File: config.mk
export PLATFORM = sky130hd
export DESIGN_NAME = mem_d2_stream_reader
export DESIGN_NICKNAME = d
export VERILOG_FILES = /design/src/rtl/mem_d2_stream_reader_pkg.sv /design/src/rtl/mem_d2_stream_reader_addr_walker.sv /design/src/rtl/mem_d2_stream_reader.sv
export SDC_FILE = /design/constraint.sdc
export NUM_CORES = 1
export LEC_CHECK = 0
export ABC_CLOCK_PERIOD_IN_PS = 1850
export CAP_MARGIN = 20
export CORE_ASPECT_RATIO = 0.8
export CORE_MARGIN = 2
export CORE_UTILIZATION = 42
export DETAILED_ROUTE_END_ITERATION = 10
export PLACE_DENSITY = 0.84
export SETUP_SLACK_MARGIN = 0.02
export SYNTH_ARGS = -nofsm -noshare
export SYNTH_HDL_FRONTEND = slang
export SYNTH_SLANG_ARGS = --single-unit
File: constraint.sdc
create_clock -name clk -period 1.85 [get_ports clk]
set_clock_uncertainty 0.1 [all_clocks]
set_input_delay 0.37 -clock clk [delete_from_list [all_inputs] [get_ports clk]]
set_output_delay 0.37 -clock clk [all_outputs]
set_load 0.02 [all_outputs]
File: src/rtl/mem_d2_stream_reader_pkg.sv
// Shared types for the 2-D memory stream reader.
// Sequencer states and scan-order encodings.
package mem_stream_pkg;

  typedef enum logic [1:0] {
    IDLE,
    STREAM,
    DRAIN
  } state_t;

  localparam logic ROW_MAJOR = 1'b0;
  localparam logic COL_MAJOR = 1'b1;

endpackage

File: src/rtl/mem_d2_stream_reader_addr_walker.sv
// Two nested wrapping address counters for a 2-D scan.
// The fast counter is addr1 in row-major order, addr0 in column-major.
module mem_d2_addr_walker #(
  parameter int D0_SIZE     = 16,
  parameter int D1_SIZE     = 16,
  parameter int D0_IDX_SIZE = 4,
  parameter int D1_IDX_SIZE = 4
) (
  input  logic                   clk,
  input  logic                   reset_n,
  input  logic                   clear,
  input  logic                   step,
  input  logic                   order,
  output logic [D0_IDX_SIZE-1:0] addr0,
  output logic [D1_IDX_SIZE-1:0] addr1,
  output logic                   last
);
  import mem_stream_pkg::*;

  localparam logic [D0_IDX_SIZE-1:0] MAX0 =
    D0_IDX_SIZE'(D0_SIZE - 1);
  localparam logic [D1_IDX_SIZE-1:0] MAX1 =
    D1_IDX_SIZE'(D1_SIZE - 1);
  localparam logic [D0_IDX_SIZE-1:0] ONE0 =
    D0_IDX_SIZE'(1);
  localparam logic [D1_IDX_SIZE-1:0] ONE1 =
    D1_IDX_SIZE'(1);

  logic [D0_IDX_SIZE-1:0] r_addr0;
  logic [D1_IDX_SIZE-1:0] r_addr1;
  logic                   w_end0;
  logic                   w_end1;

  assign w_end0 = (r_addr0 == MAX0);
  assign w_end1 = (r_addr1 == MAX1);

  always_ff @(posedge clk) begin
    if (!reset_n || clear) begin
      r_addr0 <= '0;
      r_addr1 <= '0;
    end else if (step) begin
      if (order == ROW_MAJOR) begin
        if (w_end1) begin
          r_addr1 <= '0;
          r_addr0 <= w_end0 ? '0 : r_addr0 + ONE0;
        end else begin
          r_addr1 <= r_addr1 + ONE1;
        end
      end else begin
        if (w_end0) begin
          r_addr0 <= '0;
          r_addr1 <= w_end1 ? '0 : r_addr1 + ONE1;
        end else begin
          r_addr0 <= r_addr0 + ONE0;
        end
      end
    end
  end

  assign addr0 = r_addr0;
  assign addr1 = r_addr1;
  assign last  = w_end0 && w_end1;

endmodule

File: src/rtl/mem_d2_stream_reader.sv
// Drains a combinational-read 2-D memory as a valid/ready stream.
// One-entry output register; done pulses after the final accept.
module mem_d2_stream_reader #(
  parameter int WIDTH       = 32,
  parameter int D0_SIZE     = 16,
  parameter int D1_SIZE     = 16,
  parameter int D0_IDX_SIZE = 4,
  parameter int D1_IDX_SIZE = 4
) (
  input  logic                   clk,
  input  logic                   reset_n,
  input  logic                   go,
  input  logic                   col_major,
  output logic [D0_IDX_SIZE-1:0] addr0,
  output logic [D1_IDX_SIZE-1:0] addr1,
  input  logic [WIDTH-1:0]       read_data,
  output logic [WIDTH-1:0]       out_data,
  output logic                   out_valid,
  input  logic                   out_ready,
  output logic                   done
);
  import mem_stream_pkg::*;

  state_t           r_state;
  state_t           w_next;
  logic             r_order;
  logic [WIDTH-1:0] r_out_data;
  logic             r_out_valid;
  logic             r_done;

  logic w_load;
  logic w_accept;
  logic w_clear;
  logic w_step;
  logic w_last;

  assign w_accept = r_out_valid && out_ready;

  mem_d2_addr_walker #(
    .D0_SIZE    (D0_SIZE),
    .D1_SIZE    (D1_SIZE),
    .D0_IDX_SIZE(D0_IDX_SIZE),
    .D1_IDX_SIZE(D1_IDX_SIZE)
  ) u_walker (
    .clk    (clk),
    .reset_n(reset_n),
    .clear  (w_clear),
    .step   (w_step),
    .order  (r_order),
    .addr0  (addr0),
    .addr1  (addr1),
    .last   (w_last)
  );

  always_ff @(posedge clk) begin
    if (!reset_n) r_state <= IDLE;
    else          r_state <= w_next;
  end

  always_comb begin
    w_next  = r_state;
    w_load  = 1'b0;
    w_clear = 1'b0;
    w_step  = 1'b0;
    unique case (r_state)
      IDLE: begin
        w_clear = 1'b1;
        if (go) w_next = STREAM;
      end
      STREAM: begin
        w_load = !r_out_valid || out_ready;
        if (w_load) begin
          if (w_last) w_next = DRAIN;
          else        w_step = 1'b1;
        end
      end
      DRAIN: begin
        // counters return to 0,0 together with the IDLE transition
        if (w_accept) begin
          w_next  = IDLE;
          w_clear = 1'b1;
        end
      end
      default: begin
        w_next  = IDLE;
        w_clear = 1'b1;
      end
    endcase
  end

  always_ff @(posedge clk) begin
    if (!reset_n) begin
      r_order     <= ROW_MAJOR;
      r_out_data  <= '0;
      r_out_valid <= 1'b0;
      r_done      <= 1'b0;
    end else begin
      r_done <= (r_state == DRAIN) && w_accept;
      if (r_state == IDLE && go) r_order <= col_major;
      if (w_load) begin
        r_out_data  <= read_data;
        r_out_valid <= 1'b1;
      end else if (w_accept) begin
        r_out_valid <= 1'b0;
      end
    end
  end

  assign out_data  = r_out_data;
  assign out_valid = r_out_valid;
  assign done      = r_done;

endmodule
Yosys cells after proc, flatten, opt, wreduce, memory -nomap -nowiden. Index checks and enable logic that the tools add are counted. W data, S select, Z words.

Muxes and demuxes: 19. $add $sub $neg: 2. Reductions and logical operators: 14. Equal/unequal tests: 9.

Operators by type and width (count): $mux W4 (6); $add A4 B1 Y4 const B (2); $eq A4 B4 Y1 const B (2); $mux W2 (4); $mux W1 (7); $ne A2 B2 Y1 const B (3); $pmux W2 S3 (1); $logic_and A1 B1 Y1 (4); $ne A2 B1 Y1 const B (2); $reduce_and A2 Y1 (2); $reduce_and A4 Y1 (1); $reduce_bool A2 Y1 (2); $eq A2 B1 Y1 const B (1); $eq A2 B2 Y1 const B (1); $logic_not A1 Y1 (2); $logic_not A2 Y1 (1); $logic_or A1 B1 Y1 (2); $pmux W1 S2 (1).

Register bits: 45. Bits of input ports: 37. Output and inout port bits: 42. Word-level logic and storage cells: 51.

Longest topological paths before layout.
Depth in word-level cells: 6. Depth in mapped cells: 5. Gate-level depth less buffers: 5.

Hierarchy. Synthesis repeated with hierarchy kept, for this count alone.

Cells, all modules: 219. Area, all modules: 2003.2 µm².

By module, submodules not included: mem_d2_stream_reader (cells each 165, seq. area each 740.7 µm², times used 1, area an instance 1540.2 µm²); mem_d2_addr_walker (cells each 54, seq. area each 160.2 µm², times used 1, area an instance 462.9 µm²).

Least setup slack after synthesis. OpenSTA, ideal clock, no wires.

Path type: register to register. From: reg u_walker.r_addr0[0] (netlist: u_walker.addr0[0]). To: reg u_walker.r_addr1[3] (netlist: u_walker.addr1[3]). Data required time: 1.679 ns. Arrival: 1.690 ns. Period minus slack after synthesis: 1.862 ns. Buffers on the path: 0. Path slack: -0.012 ns. Cell stages (with the launch flop): 6. Setup time: 0.071 ns. Cell sequence: dfxtp_1 > ha_1 > nand3_4 > and2_4 > or4_1 > a21oi_1.

Longest elaborated chain between the ends: 6. Elaborated cells between the ends (all ways): 7. Those cells by class: eq/ne: 2; mux: 3; reduce/logical: 2.

RTL lines: start, declared (line mem_d2_stream_reader_addr_walker.sv:29) `logic [D0_IDX_SIZE-1:0] r_addr0;`; start signal, assigned (line mem_d2_stream_reader_addr_walker.sv:45) `r_addr0 <= w_end0 ? '0 : r_addr0 + ONE0;`; start signal, assigned (line mem_d2_stream_reader_addr_walker.sv:54) `r_addr0 <= r_addr0 + ONE0;`; $eq A4 B4 Y1 * (line mem_d2_stream_reader_addr_walker.sv:34) `assign w_end0 = (r_addr0 == MAX0);`; $logic_and A1 B1 Y1 (line mem_d2_stream_reader_addr_walker.sv:62) `assign last = w_end0 && w_end1;`; $mux W1 (line mem_d2_stream_reader.sv:73) `if (w_last) w_next = DRAIN;`; $mux W1 (line mem_d2_stream_reader.sv:72) `if (w_load) begin`; $mux W1 (line mem_d2_stream_reader.sv:65) `unique case (r_state)`; $reduce_and A2 Y1 (no source line) *; end signal, assigned (line mem_d2_stream_reader_addr_walker.sv:47) `r_addr1 <= r_addr1 + ONE1;`; end signal, assigned (line mem_d2_stream_reader_addr_walker.sv:52) `r_addr1 <= w_end1 ? '0 : r_addr1 + ONE1;`; end, declared (line mem_d2_stream_reader_addr_walker.sv:30) `logic [D1_IDX_SIZE-1:0] r_addr1;`.

Mark *: on every way between the ends. The rest lies on a longest branch, timed or not. A chain may end at the register's enable or synchronous reset.

Final worst setup path.
From: reg u_walker.r_addr0[0] (netlist: u_walker.addr0[0]). To: out addr0[0].

RTL lines: end, declared (line mem_d2_stream_reader.sv:14) `output logic [D0_IDX_SIZE-1:0] addr0,`.

No word-level cell between the ends.

==> load_flow_metrics.sql <==
INSERT INTO impl_metrics (metric_group, metric, value, unit) VALUES
('global_route', 'grt_overflow', '0', ''),
('die', 'die_width', '78.8', 'um'),
('global_route', 'grt_max_degree', '32', ''),
('clock_tree', 'clockRootBuffer', 'clkbuf_8', ''),
('clock_tree', 'post_cts_resize_count', '5', ''),
('worst_setup_path', 'crit_arrival', '1.29', 'ns'),
('worst_setup_path', 'slowest_delay', '0.61', 'ns'),
('clock_tree', 'clock_sink_count', '45', ''),
('sta', 'worst_slew_pin_slew', '0.279', 'ns'),
('clock_tree', 'clk_path_buf_depth', '2', ''),
('die', 'io-pin-count', '79', ''),
('global_route', 'grt_antenna_before_repair', '0', ''),
('route', 'detail_route.drc_violations', '0', ''),
('die', 'chipHeight', '63.8', 'um'),
('cells_and_area', 'diodes_inserted', '0', ''),
('worst_setup_path', 'crit_type', 'register to output port', ''),
('worst_setup_path', 'end_kind', 'output port', ''),
('cells_and_area', 'final_area', '2900', 'um2'),
('die', 'initial_standard_cell_utilization_of_the_core', '44.4', '%'),
('route', 'avgViaCountPerCell', '4.85', ''),
('worst_setup_path', 'worst-path-buf-inv', '1', ''),
('sta', 'fin_worst_hold_slack', '0.353', 'ns'),
('synth', 'ys_types', '33', ''),
('worst_setup_path', 'timing.critical_path.fanout_max', '6', ''),
('route', 'wirelength', '4.52', 'mm'),
('die', 'fp.dieArea', '5030', 'um2'),
('placement', 'gpl.final_weighted_congestion', '0.817', ''),
('synth', 'number_of_nets_produced_by_synthesis', '257', ''),
('power', 'fin_total_pwr', '0.00220', 'W'),
('route', 'drt_iter0_markers', '50', ''),
('global_route', 'grt_util_all_layers', '18.8', '%'),
('route', 'num_vias', '1747', ''),
('power', 'p_per_area', '759', 'nW/um2'),
('cells_and_area', 'final_cell_mix', 'nand2_1, clkdlybuf4s50_1, dfxtp_1', ''),
('route', 'drt.antenna.violating_nets', '0', ''),
('die', 'floorplan.rows', '21', ''),
('sta', 'unrepaired_setup_endpoints_after_global_routing', 'no', ''),
('synth', 'syn-instance-count', '218', ''),
('cells_and_area', 'final-instance-count-excl-fill', '360', ''),
('worst_setup_path', 'crit_slowest_cell', 'clkdlybuf4s50_1', ''),
('worst_setup_path', 'critical_path.cell_chain', 'clkdlybuf4s50_1', ''),
('global_route', 'grt_pass1_vias', '1590', ''),
('route', 'route.detailed.wl_per_inst', '12.6', 'um'),
('synth', 'synth_seq_cells', '45', ''),
('sta', 'layout_worst_path_cycle_share', '95.2', '%'),
('min_path', 'worstHoldPathType', 'register to register', ''),
('synth', 'synth_area_per_cell', '8.61', 'um2'),
('run_status', 'status', 'complete, no violations', ''),
('synth', 'async_set_or_reset_flop_fraction_in_the_synthesized_netlist', '0', '%'),
('synth', 'dominantRegCellSynth', 'dfxtp_1', ''),
('die', 'core_area', '4230', 'um2'),
('worst_setup_path', 'crit_family', 'buffers and inverters', ''),
('clock_tree', 'tritoncts_clock_tree', 'yes', ''),
('power', 'leakage', '1.07', 'nW'),
('sta', 'timing_max_transition_violations_final', '0', ''),
('clock_tree', 'worstSkewPairLatency', '0.30', 'ns'),
('cells_and_area', 'post_route_cells_drive_above_1_share', '10.2', '%'),
('synth', 'synth-edff-count', '0', ''),
('cells_and_area', 'multiInputGateArea', '937', 'um2'),
('placement', 'placed_cell_area', '2770', 'um2'),
('power', 'peakVddDrop', '0.498', 'mV'),
('route', 'detail_route.first_pass.iterations', '6', ''),
('sta', 'timing.final.setup_violations', '0', ''),
('clock_tree', 'clk_pin_slew_worst_paths', '0.09', 'ns'),
('sta', 'finalHoldViolations', '0', ''),
('sta', 'achievable-frequency', '568', 'MHz'),
('placement', 'numPortBuffers', '78', ''),
('synth', 'synth_sequential_area_ratio', '48.0', '%'),
('clock_tree', 'cts.repair_timing.setup_buffer_count', '0', ''),
('cells_and_area', 'nets', '341', ''),
('sta', 'timing.max_slew.rel_slack', '81.3', '%');
==> through the flow <==
step	utilization, %	TNS, ns	worst slack, ns
floorplan	-	0	0.0202
finish	68.5	0	0.0881
global route	68.5	0	0.0424
CTS	68.2	0	0.0234
global placement	65.5	-0.335	-0.104
detailed placement	65.5	-1.83	-0.168
==> final cells by class <==
type                            instances  share of cell area, %
Tap cell                               57                   2.46
Timing Repair Buffer                   87                   29.6
Clock buffer                            6                   2.85
Sequential cell                        45                   31.2
Inverter                                2                  0.259
Clock inverter                          2                   1.30
Multi-Input combinational cell        161                   32.4
==> sequential cells by signal, summed over array words and instances, names as in the netlist <==
signal / cells
out_valid: 1
r_state: 2
u_walker.addr1: 4
r_order: 1
u_walker.addr0: 4
out_data: 32
done: 1
==> final timing paths <==
check | startpoint | endpoint | slack (ns) | cells past startpoint
max | u_walker.addr0[0] | addr0[0] | 0.09 | 1
min | out_data[6] | out_data[6] | 0.35 | 2
max reg2reg | u_walker.addr0[0] | u_walker.addr1[3] | 0.11 | 5
min reg2reg | out_data[6] | out_data[6] | 0.35 | 2
==> worst reg2reg max path: cells and delay by family (launching register included) <==
family | cells | cell delay, ns
compound gates | 1 | 0.13
fa+ha+maj | 1 | 0.26
flops | 1 | 0.38
simple gates | 3 | 0.81
==> layer usage <==
metal | global-route usage, % | vias up | share of wire (%)
met1 | 23.2 | 773 | 43
met5 | 0 | - | 0
li1 | - | 906 | -
met2 | 31.2 | 60 | 48
met3 | 4.38 | 8 | 6.8
met4 | 8.33 | 0 | 1.6
==> where the power goes <==
part / internal (W) / switching (W) / total [W]
Combinational: 0.000204 / 0.000176 / 0.000380
Sequential: 0.00101 / 0.0000241 / 0.00104
Clock: 0.000439 / 0.000340 / 0.000779
Total: 0.00166 / 0.000540 / 0.00220
==> cell usage after synthesis, types with 2 or more instances <==
| library cell | n | share of area, % |
|---|---|---|
| buf_2 | 6 | 1.6 |
| o22ai_1 | 2 | 0.67 |
| a21oi_1 | 9 | 2.4 |
| nor2_1 | 3 | 0.60 |
| or4_1 | 4 | 1.6 |
| o21ai_0 | 3 | 0.80 |
| a21boi_1 | 14 | 5.6 |
| a21boi_0 | 20 | 8.0 |
| nand2_1 | 75 | 15 |
| ha_1 | 2 | 1.3 |
| o31ai_1 | 3 | 1.2 |
| and3_1 | 2 | 0.67 |
| dfxtp_1 | 45 | 48 |
| inv_1 | 2 | 0.40 |
| clkbuf_1 | 4 | 0.80 |
| nand3_1 | 5 | 1.3 |
| and2_1 | 3 | 1.0 |
==> logic make-up (layout without fill, tap and decap cells) <==
| family | Yosys count | after routing | share of synthesized area, % |
|---|---|---|---|
| buffers and inverters | 12 | 97 | 2.80 |
| AOI/OAI and AO/OA | 57 | 57 | 23.1 |
| and+or+nand+nor | 102 | 102 | 24.9 |
| DFF | 45 | 45 | 48.0 |
| adders and majority gates | 2 | 2 | 1.33 |
Power figures use the tool's default switching activity.
